--- config.mk ---
export PLATFORM = sky130hd
export DESIGN_NAME = uart_frame_reader
export DESIGN_NICKNAME = d
export VERILOG_FILES = /design/src/rtl/uart_frame_reader.sv
export SDC_FILE = /design/constraint.sdc
export NUM_CORES = 1
export LEC_CHECK = 0
export CAP_MARGIN = 25
export CORE_UTILIZATION = 52
export DETAILED_ROUTE_END_ITERATION = 6
export PLACE_DENSITY_LB_ADDON = 0.1
export REMOVE_ABC_BUFFERS = 1
export SETUP_SLACK_MARGIN = 0.05
export SLEW_MARGIN = 10
export SYNTH_ARGS = -nofsm -noshare
export SYNTH_HDL_FRONTEND = slang
export SYNTH_SLANG_ARGS = --single-unit
--- constraint.sdc ---
create_clock -name CLK_UART -period 2.8 [get_ports CLK_UART]
set_input_delay 0.84 -clock CLK_UART [delete_from_list [all_inputs] [get_ports CLK_UART]]
set_output_delay 0.84 -clock CLK_UART [all_outputs]
set_load 0.05 [all_outputs]
--- src/rtl/uart_frame_reader.sv ---
// Streams one frame over a byte UART: two sync bytes, then ROWS*COLS pixels read
// row by row from a ping-pong line buffer, with buffer swap and frame-done pulses.
module uart_frame_reader #(
  parameter int unsigned COLS  = 160,
  parameter int unsigned ROWS  = 120,
  parameter logic [7:0]  SYNC0 = 8'hAA,
  parameter logic [7:0]  SYNC1 = 8'h55
) (
  input  logic       CLK_UART,
  input  logic       RESET_N,
  input  logic       ENABLE_UART,
  input  logic       ROW_READY,
  input  logic [7:0] PIX_DATA,
  input  logic       TX_READY,
  output logic       BUF_EN_UART,
  output logic       READ_EN_UART,
  output logic [9:0] CNT_ROW_UART,
  output logic       BUF_CHANGE_UART,
  output logic       RESET_FROM_UART,
  output logic [7:0] TX_DATA,
  output logic       TX_VALID,
  output logic       FRAME_DONE
);

  localparam int unsigned COL_W = (COLS > 1) ? $clog2(COLS) : 1;
  localparam int unsigned ROW_W = 10;
  localparam logic [COL_W-1:0] COL_LAST = COL_W'(COLS - 1);
  localparam logic [ROW_W-1:0] ROW_LAST = ROW_W'(ROWS - 1);

  typedef enum logic [3:0] {
    IDLE     = 4'd0,
    FRM_RST  = 4'd1,
    HDR0     = 4'd2,
    HDR1     = 4'd3,
    ROW_WAIT = 4'd4,
    FETCH    = 4'd5,
    LATCH    = 4'd6,
    SEND     = 4'd7,
    ROW_END  = 4'd8,
    DONE     = 4'd9
  } state_e;

  state_e           state_q, state_d;
  logic [COL_W-1:0] col_q, col_d;
  logic [ROW_W-1:0] row_q, row_d;
  logic [7:0]       tx_data_q, tx_data_d;
  logic             buf_en_q, buf_en_d;
  logic             read_en_q, read_en_d;
  logic             buf_chg_q, buf_chg_d;
  logic             rst_from_q, rst_from_d;
  logic             tx_valid_q, tx_valid_d;
  logic             done_q, done_d;
  logic             tx_fire;

  assign tx_fire = tx_valid_q & TX_READY;

  // Next state and counters; every output is then decoded from the next state
  // so the registered outputs line up exactly with the state they belong to.
  always_comb begin
    state_d   = state_q;
    col_d     = col_q;
    row_d     = row_q;
    tx_data_d = tx_data_q;

    unique case (state_q)
      IDLE: if (ENABLE_UART) state_d = FRM_RST;
      FRM_RST: begin
        col_d   = '0;
        row_d   = '0;
        state_d = ENABLE_UART ? HDR0 : IDLE;
      end
      HDR0: if (tx_fire) state_d = ENABLE_UART ? HDR1 : IDLE;
      HDR1: if (tx_fire) state_d = ENABLE_UART ? ROW_WAIT : IDLE;
      ROW_WAIT: begin
        if (!ENABLE_UART)   state_d = IDLE;
        else if (ROW_READY) state_d = FETCH;
      end
      FETCH: state_d = ENABLE_UART ? LATCH : IDLE;
      LATCH: begin
        tx_data_d = PIX_DATA;
        state_d   = ENABLE_UART ? SEND : IDLE;
      end
      SEND: begin
        if (tx_fire) begin
          if (!ENABLE_UART)         state_d = IDLE;
          else if (col_q == COL_LAST) state_d = ROW_END;
          else begin
            col_d   = col_q + COL_W'(1);
            state_d = FETCH;
          end
        end
      end
      ROW_END: begin
        col_d = '0;
        if (!ENABLE_UART)          state_d = IDLE;
        else if (row_q == ROW_LAST) state_d = DONE;
        else begin
          row_d   = row_q + ROW_W'(1);
          state_d = ROW_WAIT;
        end
      end
      DONE:    state_d = IDLE;
      default: state_d = IDLE;
    endcase

    // Header bytes load on entry; IDLE forces data and counters to zero.
    case (state_d)
      HDR0: tx_data_d = SYNC0;
      HDR1: tx_data_d = SYNC1;
      IDLE: begin
        tx_data_d = '0;
        col_d     = '0;
        row_d     = '0;
      end
      default: ;
    endcase

    buf_en_d   = (state_d != IDLE);
    read_en_d  = (state_d == FETCH);
    buf_chg_d  = (state_d == ROW_END);
    rst_from_d = (state_d == FRM_RST);
    tx_valid_d = (state_d == HDR0) || (state_d == HDR1) || (state_d == SEND);
    done_d     = (state_d == DONE);
  end

  always_ff @(posedge CLK_UART or negedge RESET_N) begin
    if (!RESET_N) begin
      state_q    <= IDLE;
      col_q      <= '0;
      row_q      <= '0;
      tx_data_q  <= '0;
      buf_en_q   <= 1'b0;
      read_en_q  <= 1'b0;
      buf_chg_q  <= 1'b0;
      rst_from_q <= 1'b0;
      tx_valid_q <= 1'b0;
      done_q     <= 1'b0;
    end else begin
      state_q    <= state_d;
      col_q      <= col_d;
      row_q      <= row_d;
      tx_data_q  <= tx_data_d;
      buf_en_q   <= buf_en_d;
      read_en_q  <= read_en_d;
      buf_chg_q  <= buf_chg_d;
      rst_from_q <= rst_from_d;
      tx_valid_q <= tx_valid_d;
      done_q     <= done_d;
    end
  end

  assign BUF_EN_UART     = buf_en_q;
  assign READ_EN_UART    = read_en_q;
  assign CNT_ROW_UART    = row_q;
  assign BUF_CHANGE_UART = buf_chg_q;
  assign RESET_FROM_UART = rst_from_q;
  assign TX_DATA         = tx_data_q;
  assign TX_VALID        = tx_valid_q;
  assign FRAME_DONE      = done_q;

endmodule

==> results_dict.tcl <==
set metrics [dict create \
    layout.cells.most_common "dfrtp_1" \
    p_leak_nw 1.127 \
    cts_buffers 5 \
    drc 0 \
    diodes 0 \
    ant_nets 0 \
    dieArea_mm2 0.004273 \
    ys_seq_elements 36 \
    worstSetupStartpointType "input port" \
    insertion_delay_ns 0.29 \
    vdd_drop_max_uv 880.7 \
    critPathArrivalTime_ns 2.86 \
    status "completed" \
    fin_crit_sh 0.9584 \
    grt_start_max_net_pins 37 \
    final_hold_viol_count 0 \
    cts_hold_buf 0 \
    cts_tree "yes" \
    top_usage_layer "met2" \
    cts.repair.resized 0 \
    grt_usage 0.2661 \
    synth_top_cell_area_share 0.4314 \
    final_nets 295 \
    hpwl_mm 3.615 \
    htreeDepth 2 \
    vias_per_cell 5.985 \
    cp_data_required_time_ns 2.98 \
    fp.dieH_um 65.37 \
    dp_slack_ns -0.1680 \
    finalSetupTns_ns 0 \
    post_cts_buffers 0 \
    grtUsageMet2 0.4137 \
    initialDrtViolationCount 253 \
    synthTopCellsByArea "dfrtp_1 (43%), nand2_1 (4.9%), nor2_1 (4.0%)" \
    grt_overflow_total 0 \
    port_buffers 36 \
    die_w_um 65.37 \
    cts.path.max_buffers 2 \
    async_reset_ff_frac 1.000 \
    coreArea_mm2 0.003744 \
    criticalPathCategory "in -> reg" \
    cp_slowest_cell "clkdlybuf4s50_1" \
    grt_first_pass_wirelength_mm 8.500 \
    fillCellCount 300 \
    postLayoutCoreUtil 0.7346 \
    drive_above_1_share 0.1779 \
    clkSinkCount 36 \
    areaGrowthSynthToFinish_pct 31.70 \
    grt_antenna_before_repair 0 \
    end_kind "register" \
    yosys_warnings 0 \
    tightest_slew_ns 0.7902 \
    use_met3 0.06250 \
    slew-limit-headroom 0.4732 \
    yosys.area.top_type "dfrtp_1" \
    clk_pin_slew_worst_paths_ns 0.07 \
    cp_cell_sequence "clkdlybuf4s50_1 > or3b_4 > or3b_1 > and3_4 > nand2_1 > o21ai_2 > o221a_2" \
    slew_viol_final 0 \
    max_stage_delay_ns 0.51 \
    use_met1 0.3548 \
    final-setup-viol-count 0 \
    crit_fanout 4 \
    wl_per_cell_um 15.84 \
    cellPowerDensity_mw_per_mm2 977.3 \
    syn_inst 229 \
    rsz0062_at_grt "no" \
    synthFlopType "dfrtp_1" \
    drv_cap 0 \
    num_rows 22 \
    ys_seq_area_frac 0.4314 \
    clock_tree.root_cell "clkbuf_8" \
    wirelength_mm 5.211 \
    gp_congestion 0.7738 \
    layout_min_cycle_time_ns 2.684 \
    synth-edff-count 0 \
    fin_ws_ns 0.1164 \
    hp-class "reg -> reg" \
    syn-cell-area_mm2 0.002088 \
    reg2regPathDepth 7 \
    fmax_mhz 372.6 \
    drt-pass1-iter-count 4 \
    initial_core_util 0.5578 \
    via_count 1969 \
    grt_pass1_vias 1773 \
    syn_avg_cell_area_um2 9.119 \
    synth_cell_type_count 53 \
    ioPinCount 37 \
    layout_common_cells "dfrtp_1 (36), clkdlybuf4s50_1 (35), nand2_1 (27)" \
    min_path_cells 2 \
    finClkSkew_ns 0.003406 \
]
-- final cells by class --
class                           instances  area (um2)  share of cell area
Sequential cell                        36       900.9              0.3276
Multi-Input combinational cell        177        1110              0.4035
Timing Repair Buffer                   56       505.5              0.1838
Tap cell                               48       60.06             0.02184
Clock inverter                          3       90.09             0.03276
Clock buffer                            5       68.82             0.02502
Inverter                                4       15.01            0.005460
-- metrics by stage --
stage	instances	hold slack, ns	power, W	cell area, um2
4_1_cts	329	0.5318	0.002699	2750
5_1_grt	329	0.5673	0.002850	2750
3_3_place_gp	321	0.5059	0.002025	2591
3_5_place_dp	321	0.5142	0.002047	2591
6_report	329	0.5298	0.002688	2750
2_1_floorplan	217	0.5444	0.001557	2026
-- state kept, by name (all words and copies together), names as in the netlist --
name,count
FRAME_DONE,1
col_q,8
RESET_FROM_UART,1
TX_VALID,1
TX_DATA,8
state_q,4
CNT_ROW_UART,10
BUF_EN_UART,1
BUF_CHANGE_UART,1
READ_EN_UART,1
-- metal layers --
layer	part of all wire	routed length [um]
met1	0.45	2327
met4	0.014	72
met3	0.059	306
met2	0.48	2504
met5	0	0
-- power breakdown --
| group | switching [W] | internal (W) | leakage (nW) | total [W] |
|---|---|---|---|---|
| clock network | 0.000192 | 0.000446 | 0.0784 | 0.000638 |
| logic | 0.000762 | 0.000558 | 0.568 | 0.00132 |
| registers | 0.000109 | 0.000622 | 0.481 | 0.000730 |
-- cells in the mapped netlist (2+ instances only) --
cell / number
nand4b_1: 2
clkbuf_1: 8
or2_2: 2
o21ai_1: 2
o211ai_1: 4
a311o_1: 2
nor2_1: 22
nand4_1: 5
nor4_1: 2
buf_2: 2
or3_1: 3
o31ai_1: 4
o21ai_0: 8
nor3_1: 8
nand3_1: 14
a21boi_0: 2
o21ai_2: 2
o22ai_1: 6
inv_1: 3
nand2_1: 27
buf_6: 2
o221a_2: 4
nand2b_1: 5
and3_1: 4
nor4b_1: 2
a21oi_1: 10
ha_1: 2
a32oi_1: 5
mux2_2: 2
nor3b_1: 3
nor2b_1: 4
a31o_2: 2
dfrtp_1: 36
-- worst max-delay path: cells and delay by family --
kind                   cells  cell delay, ns
AO/OA/AOI/OAI              2            0.37
AND/OR/NAND/NOR            4            1.14
buffers and inverters      1            0.51
-- path summary, 6_finish.rpt --
check / endpoint / slack [ns] / startpoint
min in group asynchronous: col_q[5] / 0.63 / RESET_N
max in group asynchronous: state_q[0] / 1.67 / RESET_N
min reg2reg: TX_DATA[4] / 0.53 / TX_DATA[4]
max: TX_DATA[3] / 0.12 / ENABLE_UART
max reg2reg: TX_DATA[3] / 0.49 / state_q[2]
min: TX_DATA[4] / 0.53 / TX_DATA[4]
-- cells by family (layout without fill, tap and decap cells) --
group | after synthesis | in the layout | share of synthesized area
buf+inv | 16 | 68 | 0.03715
fa+ha+maj | 2 | 2 | 0.01198
xor+xnor | 1 | 1 | 0.004195
flops | 36 | 36 | 0.4314
simple gates | 115 | 115 | 0.3068
mux | 3 | 3 | 0.01558
compound gates | 56 | 56 | 0.1929
No activity file was read; power rests on OpenSTA's default activity.
